<file path="src/rtl/single_cycle_mips_mc.sv">
// Multi-cycle MIPS-I subset core: FETCH/DECODE/EXEC/MEM/WB/HALT sequencer
// with a 32x32 register file and a handshaked, active-low strobed data port.
module single_cycle_mips_mc #(
    parameter int          DMEM_AW  = 7,
    parameter logic [31:0] RESET_PC = 32'h0000_0000
) (
    input  logic               clk,
    input  logic               rst,
    output logic [31:0]        IR_addr,
    input  logic [31:0]        IR,
    input  logic               IR_valid,
    output logic               CEN,
    output logic               OEN,
    output logic               WEN,
    output logic [DMEM_AW-1:0] A,
    output logic [31:0]        Data2Mem,
    input  logic [31:0]        ReadDataMem,
    input  logic               mem_ready,
    output logic               halted
);

    localparam logic [5:0] OP_RTYPE = 6'h00;
    localparam logic [5:0] OP_J     = 6'h02;
    localparam logic [5:0] OP_JAL   = 6'h03;
    localparam logic [5:0] OP_BEQ   = 6'h04;
    localparam logic [5:0] OP_BNE   = 6'h05;
    localparam logic [5:0] OP_ADDI  = 6'h08;
    localparam logic [5:0] OP_LW    = 6'h23;
    localparam logic [5:0] OP_SW    = 6'h2B;

    localparam logic [5:0] F_SLL = 6'h00;
    localparam logic [5:0] F_SRL = 6'h02;
    localparam logic [5:0] F_JR  = 6'h08;
    localparam logic [5:0] F_ADD = 6'h20;
    localparam logic [5:0] F_SUB = 6'h22;
    localparam logic [5:0] F_AND = 6'h24;
    localparam logic [5:0] F_OR  = 6'h25;
    localparam logic [5:0] F_SLT = 6'h2A;

    typedef enum logic [2:0] {
        S_FETCH, S_DECODE, S_EXEC, S_MEM, S_WB, S_HALT
    } state_t;

    state_t             state_q, state_d;
    logic [31:0]        pc_q, pc_d;
    logic [31:0]        ir_q, ir_d;
    logic [31:0]        rs_val_q, rs_val_d;
    logic [31:0]        rt_val_q, rt_val_d;
    logic [31:0]        res_q, res_d;
    logic [DMEM_AW-1:0] a_q, a_d;
    logic [31:0]        wdata_q, wdata_d;
    logic [31:0]        rf_q [32];

    logic        rf_we;
    logic [4:0]  rf_waddr;
    logic [31:0] rf_wdata;

    // Instruction fields of the latched instruction
    logic [5:0]  op, funct;
    logic [4:0]  rs, rt, rd, shamt;
    logic [31:0] simm, pc_plus4, br_tgt, j_tgt, mem_addr, alu;
    logic        legal;
    logic        unused_addr_bits;

    assign op       = ir_q[31:26];
    assign rs       = ir_q[25:21];
    assign rt       = ir_q[20:16];
    assign rd       = ir_q[15:11];
    assign shamt    = ir_q[10:6];
    assign funct    = ir_q[5:0];
    assign simm     = {{16{ir_q[15]}}, ir_q[15:0]};
    assign pc_plus4 = pc_q + 32'd4;
    assign br_tgt   = pc_plus4 + {simm[29:0], 2'b00};
    assign j_tgt    = {pc_plus4[31:28], ir_q[25:0], 2'b00};
    assign mem_addr = rs_val_q + simm;
    assign unused_addr_bits = ^mem_addr[31:DMEM_AW+2];

    // $0 is hard-wired to zero on the read side
    function automatic logic [31:0] rf_read(input logic [4:0] idx);
        return (idx == 5'd0) ? 32'd0 : rf_q[idx];
    endfunction

    // Classify the latched instruction as supported or not
    always_comb begin
        legal = 1'b0;
        case (op)
            OP_RTYPE: begin
                case (funct)
                    F_SLL, F_SRL, F_JR, F_ADD, F_SUB, F_AND, F_OR, F_SLT: legal = 1'b1;
                    default: legal = 1'b0;
                endcase
            end
            OP_J, OP_JAL, OP_BEQ, OP_BNE, OP_ADDI, OP_LW, OP_SW: legal = 1'b1;
            default: legal = 1'b0;
        endcase
    end

    // ALU for R-type and addi; add/sub wrap naturally at 32 bits
    always_comb begin
        alu = 32'd0;
        if (op == OP_ADDI) begin
            alu = rs_val_q + simm;
        end else begin
            case (funct)
                F_SLL:   alu = rt_val_q << shamt;
                F_SRL:   alu = rt_val_q >> shamt;
                F_ADD:   alu = rs_val_q + rt_val_q;
                F_SUB:   alu = rs_val_q - rt_val_q;
                F_AND:   alu = rs_val_q & rt_val_q;
                F_OR:    alu = rs_val_q | rt_val_q;
                F_SLT:   alu = {31'd0, $signed(rs_val_q) < $signed(rt_val_q)};
                default: alu = 32'd0;
            endcase
        end
    end

    // Sequencer next-state, datapath register updates and register-file write port
    always_comb begin
        state_d  = state_q;
        pc_d     = pc_q;
        ir_d     = ir_q;
        rs_val_d = rs_val_q;
        rt_val_d = rt_val_q;
        res_d    = res_q;
        a_d      = a_q;
        wdata_d  = wdata_q;
        rf_we    = 1'b0;
        rf_waddr = 5'd0;
        rf_wdata = 32'd0;
        case (state_q)
            S_FETCH: begin
                if (IR_valid) begin
                    ir_d    = IR;
                    state_d = S_DECODE;
                end
            end
            S_DECODE: begin
                rs_val_d = rf_read(rs);
                rt_val_d = rf_read(rt);
                state_d  = legal ? S_EXEC : S_HALT;
            end
            S_EXEC: begin
                state_d = S_FETCH;
                case (op)
                    OP_BEQ: pc_d = (rs_val_q == rt_val_q) ? br_tgt : pc_plus4;
                    OP_BNE: pc_d = (rs_val_q != rt_val_q) ? br_tgt : pc_plus4;
                    OP_J:   pc_d = j_tgt;
                    OP_JAL: begin
                        pc_d     = j_tgt;
                        rf_we    = 1'b1;
                        rf_waddr = 5'd31;
                        rf_wdata = pc_plus4;
                    end
                    OP_LW, OP_SW: begin
                        if (mem_addr[1:0] != 2'b00) begin
                            state_d = S_HALT;
                        end else begin
                            a_d     = mem_addr[DMEM_AW+1:2];
                            wdata_d = (op == OP_SW) ? rt_val_q : wdata_q;
                            pc_d    = pc_plus4;
                            state_d = S_MEM;
                        end
                    end
                    default: begin
                        if (op == OP_RTYPE && funct == F_JR) begin
                            pc_d = rs_val_q;
                        end else begin
                            res_d   = alu;
                            pc_d    = pc_plus4;
                            state_d = S_WB;
                        end
                    end
                endcase
            end
            S_MEM: begin
                if (mem_ready) begin
                    if (op == OP_LW) begin
                        res_d   = ReadDataMem;
                        state_d = S_WB;
                    end else begin
                        state_d = S_FETCH;
                    end
                end
            end
            S_WB: begin
                rf_we    = 1'b1;
                rf_waddr = (op == OP_RTYPE) ? rd : rt;
                rf_wdata = res_q;
                state_d  = S_FETCH;
            end
            default: state_d = S_HALT;
        endcase
    end

    // Sequencer and datapath registers
    always_ff @(posedge clk or posedge rst) begin
        if (rst) begin
            state_q  <= S_FETCH;
            pc_q     <= RESET_PC;
            ir_q     <= 32'd0;
            rs_val_q <= 32'd0;
            rt_val_q <= 32'd0;
            res_q    <= 32'd0;
            a_q      <= '0;
            wdata_q  <= 32'd0;
        end else begin
            state_q  <= state_d;
            pc_q     <= pc_d;
            ir_q     <= ir_d;
            rs_val_q <= rs_val_d;
            rt_val_q <= rt_val_d;
            res_q    <= res_d;
            a_q      <= a_d;
            wdata_q  <= wdata_d;
        end
    end

    // Register file; writes to $0 are dropped
    always_ff @(posedge clk or posedge rst) begin
        if (rst) begin
            for (int i = 0; i < 32; i++) rf_q[i] <= 32'd0;
        end else if (rf_we && rf_waddr != 5'd0) begin
            rf_q[rf_waddr] <= rf_wdata;
        end
    end

    // Strobes decode straight from the state so reset releases them immediately
    assign CEN      = (state_q != S_MEM);
    assign OEN      = !(state_q == S_MEM && op == OP_LW);
    assign WEN      = !(state_q == S_MEM && op == OP_SW);
    assign halted   = (state_q == S_HALT);
    assign IR_addr  = pc_q;
    assign A        = a_q;
    assign Data2Mem = wdata_q;

endmodule

</file>
<file path="config.mk">
export PLATFORM = sky130hd
export DESIGN_NAME = single_cycle_mips_mc
export DESIGN_NICKNAME = d
export VERILOG_FILES = /design/src/rtl/single_cycle_mips_mc.sv
export SDC_FILE = /design/constraint.sdc
export NUM_CORES = 2
export LEC_CHECK = 0
export ABC_AREA = 1
export BUFFER_PORTS_ARGS = -buffer_cell sky130_fd_sc_hd__buf_2
export CORE_MARGIN = 1.5
export CORE_UTILIZATION = 40
export DETAILED_ROUTE_END_ITERATION = 10
export SYNTH_ARGS = -nofsm -noshare
export SYNTH_HDL_FRONTEND = slang
export SYNTH_SLANG_ARGS = --single-unit
</file>
<file path="constraint.sdc">
create_clock -name clk -period 42.1 [get_ports clk]
set_clock_uncertainty 0.15 [all_clocks]
set_input_delay 4.21 -clock clk [delete_from_list [all_inputs] [get_ports clk]]
set_output_delay 4.21 -clock clk [all_outputs]
set_load 0.05 [all_outputs]
</file>
# After elaboration in Yosys (flattened, before gate mapping)
# Index checks and enable logic that the tools add are counted.
[totals]
ff_bits = 1226
in_bits = 68
elab_cells = 153
[classes]
addsub = 5
n_lt_le_gt_ge = 5
n_eq_ne = 28
shifts = 2
n_mux = 40
bitwise = 6
reduce_logical = 27
[op_table]
columns = ["operator", "n"]
rows = [
  ["$bwmux W1024", 1],
  ["$mux W32", 17],
  ["$bmux W32 S5", 2],
  ["$pmux W32 S7", 1],
  ["$demux W32 S5", 1],
  ["$pmux W32 S2", 2],
  ["$pmux W32 S4", 1],
  ["$add A32 B32 Y32", 3],
  ["$eq A6 B6 Y1 const B", 7],
  ["$add A32 B3 Y32 const B", 1],
  ["$and A32 B32 Y32", 1],
  ["$eq A32 B32 Y1", 1],
  ["$lt A32 B32 Y1", 1],
  ["$ne A32 B32 Y1", 1],
  ["$or A32 B32 Y32", 1],
  ["$shl A32 B5 Y32", 1],
  ["$shr A32 B5 Y32", 1],
  ["$sub A32 B32 Y32", 1],
  ["$eq A6 B2 Y1 const B", 3],
  ["$ge A6 B6 Y1 const B", 3],
  ["$mux W3", 6],
  ["$not A5 Y6", 3],
  ["$pmux W3 S5", 1],
  ["$eq A6 B3 Y1 const B", 2],
  ["other kinds (29)", 51],
]

# Longest topological paths before layout
[depth]
depth_word = 9
mapped_depth = 23

# Worst setup path after synthesis
# OpenSTA, ideal clock, no wires.
[synth_timing]
kind = "register -> output"
start = "reg state_q[2]"
end = "out halted"
t_arrival_ns = 1.622
t_required_ns = 37.740
path_slack_ns = 36.118
path_stages_with_launch = 3
path_buffers = 0
cell_sequence = "dfrtp_1 -> inv_1 -> nor3_1"
[synth_between]
elab_chain_cells = 1
[synth_lines]
columns = ["element", "line", "source"]
rows = [
  ["from (decl)", "44", "state_t state_q, state_d;"],
  ["from (signal assigned)", "207", "state_q <= state_d;"],
  ["$eq A3 B3 Y1", "231", "assign halted = (state_q == S_HALT);"],
  ["to (decl)", "19", "output logic halted"],
]
# Every way passes these cells.

==> results.yml <==
yosys:
  synthTopCellsByArea: "dfrtp_1, nand2_1, o21ai_0"
  async_flop_share_pct: 100
  synth_area_sq_mm: 0.0775
  syn_inst: 11127
  synth_nets: 11362
  synth-main-ff-cell: "dfrtp_1"
  synth.distinct_cells: 58
  synth_seq_cells: 1226
  yosysSeqAreaShare_pct: 39.6
  yosysWarningCount: 0
  yosys.area.top_type: "dfrtp_1"
  avgSynthCellArea_sq_um: 6.97
  synth_edf_count: 0
  synth_top_area_share_pct: 39.6
place:
  io_buffers: 142
  dp_slack_ns: 32.08
  dp_hpwl_mm: 234
  place_congestion: 0.999
final_layout:
  fillerInstances: 19801
  drive_above_1_share_pct: 6.72
  syn_to_final_growth_pct: 8.89
  num-nets-final: 10949
die:
  fp.dieH_um: 443
  ioPinCount: 143
  std_cell_rows: 161
  core_area_sq_mm: 0.193
  fp.dieW_um: 443
  start_util_pct: 40.2
  die_area_sq_mm: 0.196
timing:
  worst_pin_slew_ns: 1.41
  relSlewSlack_pct: 5.68
  final.min_clock_period_ns: 9.03
  finalMaxSlewViolations: 0
  fmax_ghz: 0.111
  rsz0062_at_grt: "no"
  hold_viol_final: 0
  setup_violations: 0
  post-route-period-util_pct: 21.4
  fin_setup_tns_ns: 0
  fin_ws_ns: 33.07
status:
  status: "finished clean"
critical_path:
  arrival_ns: 9.72
  crit_chain: "buf_2 > inv_8 > buf_12 > buf_4 > buf_4 > buf_4 > buf_4 > buf_4"
  path_buf_inv: 8
  cp_top_family: "buffers and inverters"
  startpoint_type: "input pin"
  worstSetupPathType: "in -> async"
  critPathMaxFanout: 170
  cp_slowest_stage_delay_ns: 0.80
  crit_slowest_cell: "buf_4"
  cp_common_cell: "buf_4"
  critPathRequiredTime_ns: 42.80
  endpoint_kind: "asynchronous set/reset pin"
grt:
  antenna_found_initial: 30
  grt-ovfl-total: 0
  grt_pass1_vias: 74871
  grt_max_degree: 175
  grt_use_total_pct: 36.0
  grt_pass1_wl_mm: 523
cts:
  postCtsSetupBuffers: 0
  cts.clk_slew.worst_paths_ns: 0.06
  cts_max_path_buffers: 3
  worstSkewPairLatency_ns: 0.83
  clkSinkCount: 1226
  cts_max_level: 4
  cts_tree: "built"
  cts_made_buffers: 148
  cts_root_buffer: "clkbuf_16"
  cts_hold_buf: 0
  post_cts_resized: 0
power:
  switching_share_pct: 53.7
  internal-power_uw: 2980
  cellLeakagePower_uw: 0.0373
  p_sw_uw: 3450
  power.density_mw_per_mm2: 76.2
  sequentialPowerShare_pct: 23.7
  p_clk_share_pct: 20.9
  comb_power_share_pct: 55.4
  ir_worst_vdd_uv: 55.2
routing:
  ant_nets: 0
  drc: 0
  wl_mm: 364
  avgViaCountPerCell: 6.09
  vias: 81413
  dr.pass1.iters: 7
  avgRoutedWirePerCell_um: 27.2
  drt_iter0_drc: 11577
hold_path:
  holdCritPathClass: "reg -> reg"
job:
  drv_cap: 0
power by group through the flow:
stage               Sequential, uW  Clock (uW)  Combinational, uW
floorplan                     1470           0               2170
global route                  1530        1400               3790
detailed placement            1540           0               3410
finish                        1530        1340               3560
global placement              1530           0               3400
CTS                           1520        1360               3420
worst paths after layout:
kind                                              from                       end  slack, ns  cells after the start
worst max-delay path                               rst     rf_q[671]$_DFFE_PP0P_      33.07                      8
worst min-delay path             rf_q[995]$_DFFE_PP0P_     rf_q[995]$_DFFE_PP0P_       0.23                      0
worst max register to register    ir_q[16]$_DFFE_PP0P_   rt_val_q[1]$_DFFE_PP0P_      36.91                     10
worst min register to register   rf_q[995]$_DFFE_PP0P_     rf_q[995]$_DFFE_PP0P_       0.23                      0
max in group clk                state_q[1]$_DFFE_PP0P_                       OEN      34.84                      7
min in group asynchronous                          rst  Data2Mem[13]$_DFFE_PP0P_       3.42                      2
area by class of cell:
| cell class | count | area (sq um) | area share, % |
|---|---|---|---|
| repair buffers | 290 | 1910 | 2.26 |
| clock buffers | 211 | 4320 | 5.12 |
| clock inverters | 53 | 668 | 0.792 |
| multi-input cells | 8232 | 40500 | 48.0 |
| inverters | 816 | 3090 | 3.67 |
| well taps | 2526 | 3160 | 3.74 |
| flip-flops and latches | 1226 | 30700 | 36.4 |
| diodes | 8 | 20.0 | 0.0237 |
layout by cell type (no fill, tap or decap), types with 22 or more instances in the layout:
| cell type | instances |
|---|---|
| nand2_1 | 2980 |
| nand4_1 | 52 |
| xor2_1 | 22 |
| a22o_1 | 129 |
| nor3_1 | 53 |
| clkbuf_8 | 32 |
| clkbuf_16 | 151 |
| o21ai_1 | 450 |
| buf_4 | 141 |
| buf_2 | 142 |
| a21oi_1 | 236 |
| o21ai_0 | 1825 |
| nor2_1 | 958 |
| dfrtp_1 | 1213 |
| clkbuf_1 | 28 |
| inv_2 | 45 |
| o22ai_1 | 276 |
| clkinv_2 | 31 |
| a221oi_1 | 255 |
| inv_1 | 761 |
| nand3_1 | 539 |
| mux2_2 | 24 |
| ha_1 | 163 |
cells in the mapped netlist (all sizes together) (6+ instances only):
library cell	number
mux2	24
or2	14
nor2	986
nand2	3005
xor2	23
a22o	129
nand4	52
o21bai	18
o21ai	2298
a31oi	14
o211ai	19
o221ai	16
clkbuf	681
clkinv	6
a221oi	255
a22oi	7
ha	163
dfrtp	1226
and3	8
buf	172
xnor2	13
a21oi	238
nand3b	12
nand3	544
and2	6
o22ai	281
o21a	21
inv	810
nor3	61
cell families after synthesis:
family          count (synthesis)  synth area share, %
xor+xnor                       36                0.416
fa+ha+maj                     167                 2.73
compound gates               3307                 24.2
flops                        1226                 39.6
mux                            25                0.362
simple gates                 4697                 24.4
buf+inv                      1669                 8.32
per-stage QoR:
step / power, uW / instance area [sq um] / hold slack, ns / instances / util, %
floorplan: 3630 / 77500 / 0.279 / 11127 / -
global placement: 4930 / 79400 / 0.215 / 13090 / 41.2
detailed placement: 4940 / 79400 / 0.216 / 13090 / 41.2
CTS: 6290 / 84400 / 0.228 / 13354 / 43.8
global route: 6720 / 84400 / 0.232 / 13354 / 43.8
finish: 6430 / 84400 / 0.228 / 13362 / 43.8
metal layers:
layer	track usage (%)	wire (um)	vias to the layer above	part of all wire [%]
met2	53.6	154000	5008	42
met5	0	145	-	0.040
li1	-	-	36435	-
met3	7.71	38200	1084	11
met4	20.6	23900	20	6.6
met1	48.2	147000	38866	41
registers in the layout, indices dropped and copies added, names as in the netlist:
signal    count
rf_q       1024
Data2Mem     32
IR_addr      32
ir_q         32
res_q        32
rs_val_q     32
rt_val_q     32
A             7
state_q       3
No activity file was read; power rests on OpenSTA's default activity.
